==> src/rtl/seq_multiplier.sv <==
// Multi-cycle unsigned shift-and-add multiplier, WIDTH x WIDTH -> 2*WIDTH.
// One add-and-shift per clock with a Start/Busy/Done handshake.
module seq_multiplier #(
  parameter int unsigned WIDTH = 32
) (
  input  logic               Clk,
  input  logic               ResetN,
  input  logic               Start,
  input  logic [WIDTH-1:0]   MultA,
  input  logic [WIDTH-1:0]   MultB,
  output logic               Busy,
  output logic               Done,
  output logic [2*WIDTH-1:0] Product
);

  localparam int unsigned CW = $clog2(WIDTH) + 1;

  typedef enum logic [1:0] {
    IDLE,
    RUN,
    DONE
  } state_t;

  state_t           r_state;
  state_t           w_next;
  logic [WIDTH-1:0] r_mcand;
  logic [WIDTH-1:0] r_hi;
  logic [WIDTH-1:0] r_lo;
  logic [CW-1:0]    r_count;
  logic [2*WIDTH-1:0] r_product;

  logic [WIDTH:0]   w_sum;
  logic [WIDTH-1:0] w_addend;
  logic [WIDTH-1:0] w_hi_nxt;
  logic [WIDTH-1:0] w_lo_nxt;
  logic             w_accept;
  logic             w_last;

  // Carry-out of the add lands in the Hi MSB after the shift, so no bit is lost.
  always_comb begin
    w_addend = r_lo[0] ? r_mcand : '0;
    w_sum    = {1'b0, r_hi} + {1'b0, w_addend};
    w_hi_nxt = w_sum[WIDTH:1];
    w_lo_nxt = {w_sum[0], r_lo[WIDTH-1:1]};
    w_last   = (r_count == CW'(WIDTH - 1));
    w_accept = Start && ((r_state == IDLE) || (r_state == DONE));
  end

  always_ff @(posedge Clk) begin
    if (!ResetN) begin
      r_state <= IDLE;
    end else begin
      r_state <= w_next;
    end
  end

  always_comb begin
    w_next = r_state;
    Busy   = 1'b0;
    Done   = 1'b0;
    unique case (r_state)
      IDLE: begin
        if (w_accept) w_next = RUN;
      end
      RUN: begin
        Busy = 1'b1;
        if (w_last) w_next = DONE;
      end
      DONE: begin
        Done   = 1'b1;
        w_next = w_accept ? RUN : IDLE;
      end
      default: w_next = IDLE;
    endcase
  end

  always_ff @(posedge Clk) begin
    if (!ResetN) begin
      r_mcand   <= '0;
      r_hi      <= '0;
      r_lo      <= '0;
      r_count   <= '0;
      r_product <= '0;
    end else if (w_accept) begin
      r_mcand <= MultA;
      r_lo    <= MultB;
      r_hi    <= '0;
      r_count <= '0;
    end else if (r_state == RUN) begin
      r_hi    <= w_hi_nxt;
      r_lo    <= w_lo_nxt;
      r_count <= r_count + 1'b1;
      if (w_last) r_product <= {w_hi_nxt, w_lo_nxt};
    end
  end

  assign Product = r_product;

endmodule

==> config.mk <==
export PLATFORM = sky130hd
export DESIGN_NAME = seq_multiplier
export DESIGN_NICKNAME = d
export VERILOG_FILES = /design/src/rtl/seq_multiplier.sv
export SDC_FILE = /design/constraint.sdc
export NUM_CORES = 1
export LEC_CHECK = 0
export BUFFER_PORTS_ARGS = -buffer_cell sky130_fd_sc_hd__buf_4
export CAP_MARGIN = 15
export CORE_MARGIN = 3
export CORE_UTILIZATION = 51
export DETAILED_ROUTE_END_ITERATION = 6
export PLACE_DENSITY = 0.7
export REMOVE_ABC_BUFFERS = 1
export SLEW_MARGIN = 20
export SYNTH_ARGS = -nofsm -noshare
export SYNTH_HDL_FRONTEND = slang
export SYNTH_SLANG_ARGS = --single-unit
==> constraint.sdc <==
create_clock -name Clk -period 3.42 [get_ports Clk]
set_input_delay 0.171 -clock Clk [delete_from_list [all_inputs] [get_ports Clk]]
set_output_delay 0.171 -clock Clk [all_outputs]
set_load 0.02 [all_outputs]
======== Word level (Yosys, flattened, before mapping) ========
Index checks and enable logic that the tools add are counted.
word-level totals
  bits in registers ....................... 168
  bits in latches ......................... 0
  memory bits (writable) .................. 0
  ROM bits ................................ 0
  bits of input ports ..................... 67
  memories ................................ 0
operators by class
  add/subtract/negate cells ............... 2
  multipliers ............................. 0
  div/mod/pow operators ................... 0
  order comparisons ....................... 0
  equality and inequality tests ........... 5
  shifts and indexed selects .............. 0
  muxes and demuxes ....................... 9
  bitwise logic cells ..................... 2
  reductions and logical operators ........ 7
operator list
  operator             count
  $mux 32              3
  $add 32x32->33       1
  $add 6x1->6 const B  1
  $eq 6x5->1 const B   1
  $pmux 2 s3           1
  $mux 2               2
  $ne 2x2->1 const B   2
  $mux 1               3
  $reduce_and 3->1     1
  $eq 2x1->1 const B   1
  $eq 2x2->1 const B   1
  $logic_not 2->1      1
  $not 1->1            2
  $reduce_and 2->1     1
  $reduce_bool 2->1    1
  $reduce_or 2->1      1
  $logic_and 1x1->1    1
  $logic_or 1x1->1     1

======== Longest topological paths before layout ========
  word-level depth ........................ 5
  depth in mapped cells ................... 11

======== Worst setup path after synthesis ========
No wires, ideal clock.
  path type ............................... reg-to-reg
  start point ............................. register r_lo[0]
  end point ............................... register r_hi[19]
  arrival ................................. 2.501 ns
  setup slack ............................. 0.797 ns
  cell stages (with the launch flop) ...... 12
  buffers on the path ..................... 1
  clock period less this slack ............ 2.623 ns
  cell sequence ........................... dfxtp_1 > clkbuf_1 > and2_1 > ha_1 > fa_1 > a21oi_1 > o21ai_0 > a21oi_2 > a21oi_2 > a21boi_2 > nor3_1 > a221o_1
between the ends
  longest elaborated chain between the ends .. 2
RTL lines
  what                      line  RTL
  start: declaration        28    logic [WIDTH-1:0] r_lo;
  start signal: assignment  86    r_lo <= MultB;
  start signal: assignment  91    r_lo <= w_lo_nxt;
  $mux 32                   41    w_addend = r_lo[0] ? r_mcand : '0;
  $add 32x32->33            42    w_sum = {1'b0, r_hi} + {1'b0, w_addend};
  end signal: assignment    90    r_hi <= w_hi_nxt;
  end: declaration          27    logic [WIDTH-1:0] r_hi;
No other way between the ends.
A chain may end at the register's enable or synchronous reset.

======== Worst setup path after layout ========
Same ends and word-level chain as after synthesis.

==> results.md <==
- The run finished with clean final reports.
- The combinational share of power is 9.7%.
- The analysis attributes to net switching a power of 1.19 mW.
- The number of distinct library cells after synthesis is 67.
- The total of endpoints with negative setup slack in the final report is 0.
- The HPWL reported at the end of detailed placement is 14,700 um.
- The clock network is responsible for 42.7% of the overall power.
- The antenna cell count is 0.
- The signal on the critical path passes through and2_1, ha_1, fa_1, a21oi_1, o21ai_0, a21oi_2, a21oi_2, a21boi_2, nor3_1, a221o_1.
- The final critical path takes up 87.9% of the cycle.
- The total count of max-transition violations in the final report is 0.
- The total power of the final layout is 4.36 mW.
- Across all setup checks in the final design, the least slack found is 414 ps.
- The number of clock sinks is 168.
- The dominant cell type by count on the critical path is sky130_fd_sc_hd__a21oi_2.
- STA classifies the critical path endpoint as a register.
- After detailed routing, the average wire length per cell comes to 15.8 um.
- The clock tree root buffer cell is sky130_fd_sc_hd__clkbuf_16.
- The class of the tightest hold or removal check is primary input to register.
- The peak fanout along the critical path is 13.
- The final routed DRC violation total is 0.
- Summed over all cells, the static leakage comes to 4.06 nW.
- The total area inside the core boundary comes to 0.0154 sq mm.
- The pin count of the biggest net entering global routing is 63.
- Ranked by instance count, the synthesized netlist is headed by sky130_fd_sc_hd__nand2_1, sky130_fd_sc_hd__dfxtp_1, sky130_fd_sc_hd__a21oi_1.
- The first detailed-routing pass ran for 5 iterations.
- On the final layout, the worst clock skew is 13.2 ps.
- Global routing used 24.7% of the available tracks.
- In this run switching power makes up 27.3% of total power.
- The top cell type's share of synthesized area is 41.1%.
- Buffers placed on the I/O ports in this run total 132.
- The die span in x is 133 um.
- Once detail routing completed, the nets flagged for antenna violations numbered 0.
- The total standard cell area after synthesis is 0.00818 sq mm.
- The number of standard cells after synthesis is 1,041.
- For this block, the via count after detailed routing is 7,623.
- The startpoint class of the critical path is a register.
- The share of the Yosys chip area taken by registers is 41.1%.
- The number of antenna violations at the first check in global routing is 0.
- Timing would allow up to 333 MHz.
- The minimum clock period after layout is 3010 ps.
- Sorting the synthesized cells by area gives the leading types as sky130_fd_sc_hd__dfxtp_1, sky130_fd_sc_hd__nand2_1, sky130_fd_sc_hd__a21oi_1.
- No sink is reached through more buffers than the 2 on the longest clock path.
- The area growth from synthesis to layout is 23.1%.
- In this run, synthesis inferred 0 flip-flops with an integrated enable.
- Data arrives at the worst endpoint at 3320 ps.
- For this design the top-level I/O count stands at 133.
- The CTS tree is done.
- The number of DRC markers after the initial detailed-route iteration is 439.
- In the final timing run, aggregate negative setup slack is 0 ps.
- The worst slew margin relative to its limit is 51.7%.
- Before CTS, the worst setup slack after placement is 501 ps.
- Across the run, the number of max-cap violations was 0.
- The vertical die dimension is 133 um.
- Clock latency on the worst-skew pair, taken at its later pin, is 440 ps.
- The floorplan step defined a die boundary enclosing 0.0176 sq mm.
- Wires add up to 22,000 um.
- The final layout net count is 1,270.
- The TritonCTS buffer count is 17.
- The fraction of the core area covered by cells at the end of the flow is 65.2%.
- The number of failing hold endpoints at the final stage came to 0.
- In the final layout, the share of cells above drive strength 1 is 17.7%.
- The via count of the first global-routing pass was 7,217.
- The largest individual stage delay along the critical path comes from the cell sky130_fd_sc_hd__dfxtp_1.
- The first global-routing pass estimated 36,100 um of wire.
- The fraction of synthesis flops using an asynchronous set or reset pin is 0%.
- IR analysis of the VDD net gives a maximum drop of 352 uV.
- Internal power comes to 3.17 mW.
- Each instance of the synthesized netlist takes up on average 7.85 sq um.
- The total congestion overflow after global routing is 0.
- In this run the core area contains 45 standard-cell rows.
- The transition at the pin with the smallest max-transition slack is 725 ps.
- After clock tree synthesis, the clock-pin slew on the worst setup and hold paths is 70 ps.
- The synthesized design spends more area on one cell type than any other, namely sky130_fd_sc_hd__dfxtp_1.
- During synthesis, Yosys emitted a total of 0 warnings.
- The cell area power density is 433 mW/mm^2.
- Setup repair after global routing left no endpoint under its margin.
- The required time of the critical path is 3740 ps.
- In this design, the stage delay of the slowest critical-path cell is 440 ps.
- The initial standard-cell utilization of the core is 53.0%.
- The critical path start-end classification is register to register.
- The number of post-CTS setup repair buffers is 0.
- The vias per cell is 5.47.
- For this run, the leading register cell type out of synthesis is sky130_fd_sc_hd__dfxtp_1.
- Yosys instantiated no cell more often than sky130_fd_sc_hd__nand2_1.
- The H-tree was split into 4 levels.
- The sequential power share is 47.7%.
- The final weighted congestion in routability-driven placement is 0.901.
- After synthesis the netlist holds a flip-flop and latch count of 168.
-- state kept, by name, indices dropped and copies added (netlist names) --
register / cells
r_hi: 32
r_lo: 32
r_mcand: 32
r_state: 2
r_count: 6
Product: 64
-- cell families (layout without fill, tap and decap cells) --
group	after synthesis	after routing	synth area share, %
compound gates	279	279	20.5
xor+xnor	27	27	2.89
fa+ha+maj	34	34	5.30
buf+inv	82	223	5.33
flops	168	168	41.1
mux	1	1	0.122
simple gates	450	450	24.7
-- per-stage QoR --
stage	std cells	hold slack, ps	instance area [sq um]
6_report	1393	37.0	10100
5_1_grt	1393	22.9	10100
4_1_cts	1393	24.2	10100
3_5_place_dp	1329	427	9180
3_3_place_gp	1329	418	9180
2_1_floorplan	968	307	7770
-- power groups by stage --
| stage | clock [mW] | sequential, mW | combinational [mW] |
|---|---|---|---|
| finish | 1.86 | 2.08 | 0.422 |
| global route | 1.97 | 2.09 | 0.468 |
| CTS | 1.89 | 2.08 | 0.421 |
| detailed placement | 0 | 2.12 | 0.389 |
| global placement | 0 | 2.12 | 0.386 |
| floorplan | 0 | 2.11 | 0.228 |
-- area by class of cell --
type	count	area, sq um
sequential	168	3360
clock inverter	15	138
timing repair buffer	182	1450
inverter	9	35.0
clock buffer	17	425
fill	1466	5370
multi-input combinational	791	4390
tap	211	264
-- critical path, delay by kind of cell (launching register included) --
| family | cells | cell delay, ps |
|---|---|---|
| AOI/OAI and AO/OA | 6 | 1510 |
| and+or+nand+nor | 2 | 290 |
| adders and majority gates | 2 | 640 |
| DFF | 1 | 440 |
-- layout by cell type, fill, tap and decap left out, types with 3 or more instances in the layout --
cell type / netlist / layout
sky130_fd_sc_hd__nand2_1: 231 / 231
sky130_fd_sc_hd__dfxtp_1: 168 / 168
sky130_fd_sc_hd__buf_4: 1 / 150
sky130_fd_sc_hd__a21oi_1: 138 / 138
sky130_fd_sc_hd__nor2_1: 67 / 67
sky130_fd_sc_hd__o21ai_0: 44 / 44
sky130_fd_sc_hd__nor3_1: 35 / 35
sky130_fd_sc_hd__nand3_1: 35 / 34
sky130_fd_sc_hd__o22ai_1: 34 / 34
sky130_fd_sc_hd__ha_1: 33 / 33
sky130_fd_sc_hd__and2_1: 32 / 32
sky130_fd_sc_hd__dlygate4sd3_1: 0 / 32
sky130_fd_sc_hd__clkbuf_16: 0 / 17
sky130_fd_sc_hd__nand4_1: 16 / 16
sky130_fd_sc_hd__xnor2_1: 14 / 14
sky130_fd_sc_hd__xor2_1: 13 / 13
sky130_fd_sc_hd__or3_1: 10 / 10
sky130_fd_sc_hd__o211ai_1: 9 / 9
sky130_fd_sc_hd__inv_1: 8 / 8
sky130_fd_sc_hd__a31oi_1: 6 / 6
sky130_fd_sc_hd__a211oi_1: 6 / 6
sky130_fd_sc_hd__inv_6: 0 / 5
sky130_fd_sc_hd__a21oi_2: 4 / 4
sky130_fd_sc_hd__clkinv_2: 0 / 4
sky130_fd_sc_hd__inv_8: 0 / 4
sky130_fd_sc_hd__and3_1: 4 / 3
sky130_fd_sc_hd__a211oi_2: 3 / 3
sky130_fd_sc_hd__o21a_1: 3 / 3
sky130_fd_sc_hd__o21ai_1: 3 / 3
sky130_fd_sc_hd__nand3b_1: 3 / 3
sky130_fd_sc_hd__a21o_1: 3 / 3
-- repair_timing --
item	CTS	global route
endpoints found under the hold margin	32	0
gates resized for setup	0	0
hold buffers	32	0
-- per-layer routing --
| metal | global-route usage, % | wire [um] | vias up |
|---|---|---|---|
| li1 | - | - | 3876 |
| met2 | 40.6 | 10400 | 175 |
| met4 | 5.83 | 234 | 0 |
| met1 | 33.5 | 10300 | 3551 |
| met3 | 5.32 | 1040 | 21 |
| met5 | 0 | 0 | - |
-- worst paths after layout --
| check | startpoint | endpoint | slack, ps | cells past startpoint |
|---|---|---|---|---|
| max | r_lo[0] | r_hi[19] | 410 | 10 |
| min | MultB[31] | r_lo[31] | 40 | 3 |
| max reg2reg | r_lo[0] | r_hi[19] | 410 | 10 |
| min reg2reg | r_mcand[28] | r_mcand[28] | 450 | 2 |
(Power assumes the default switching activity.)
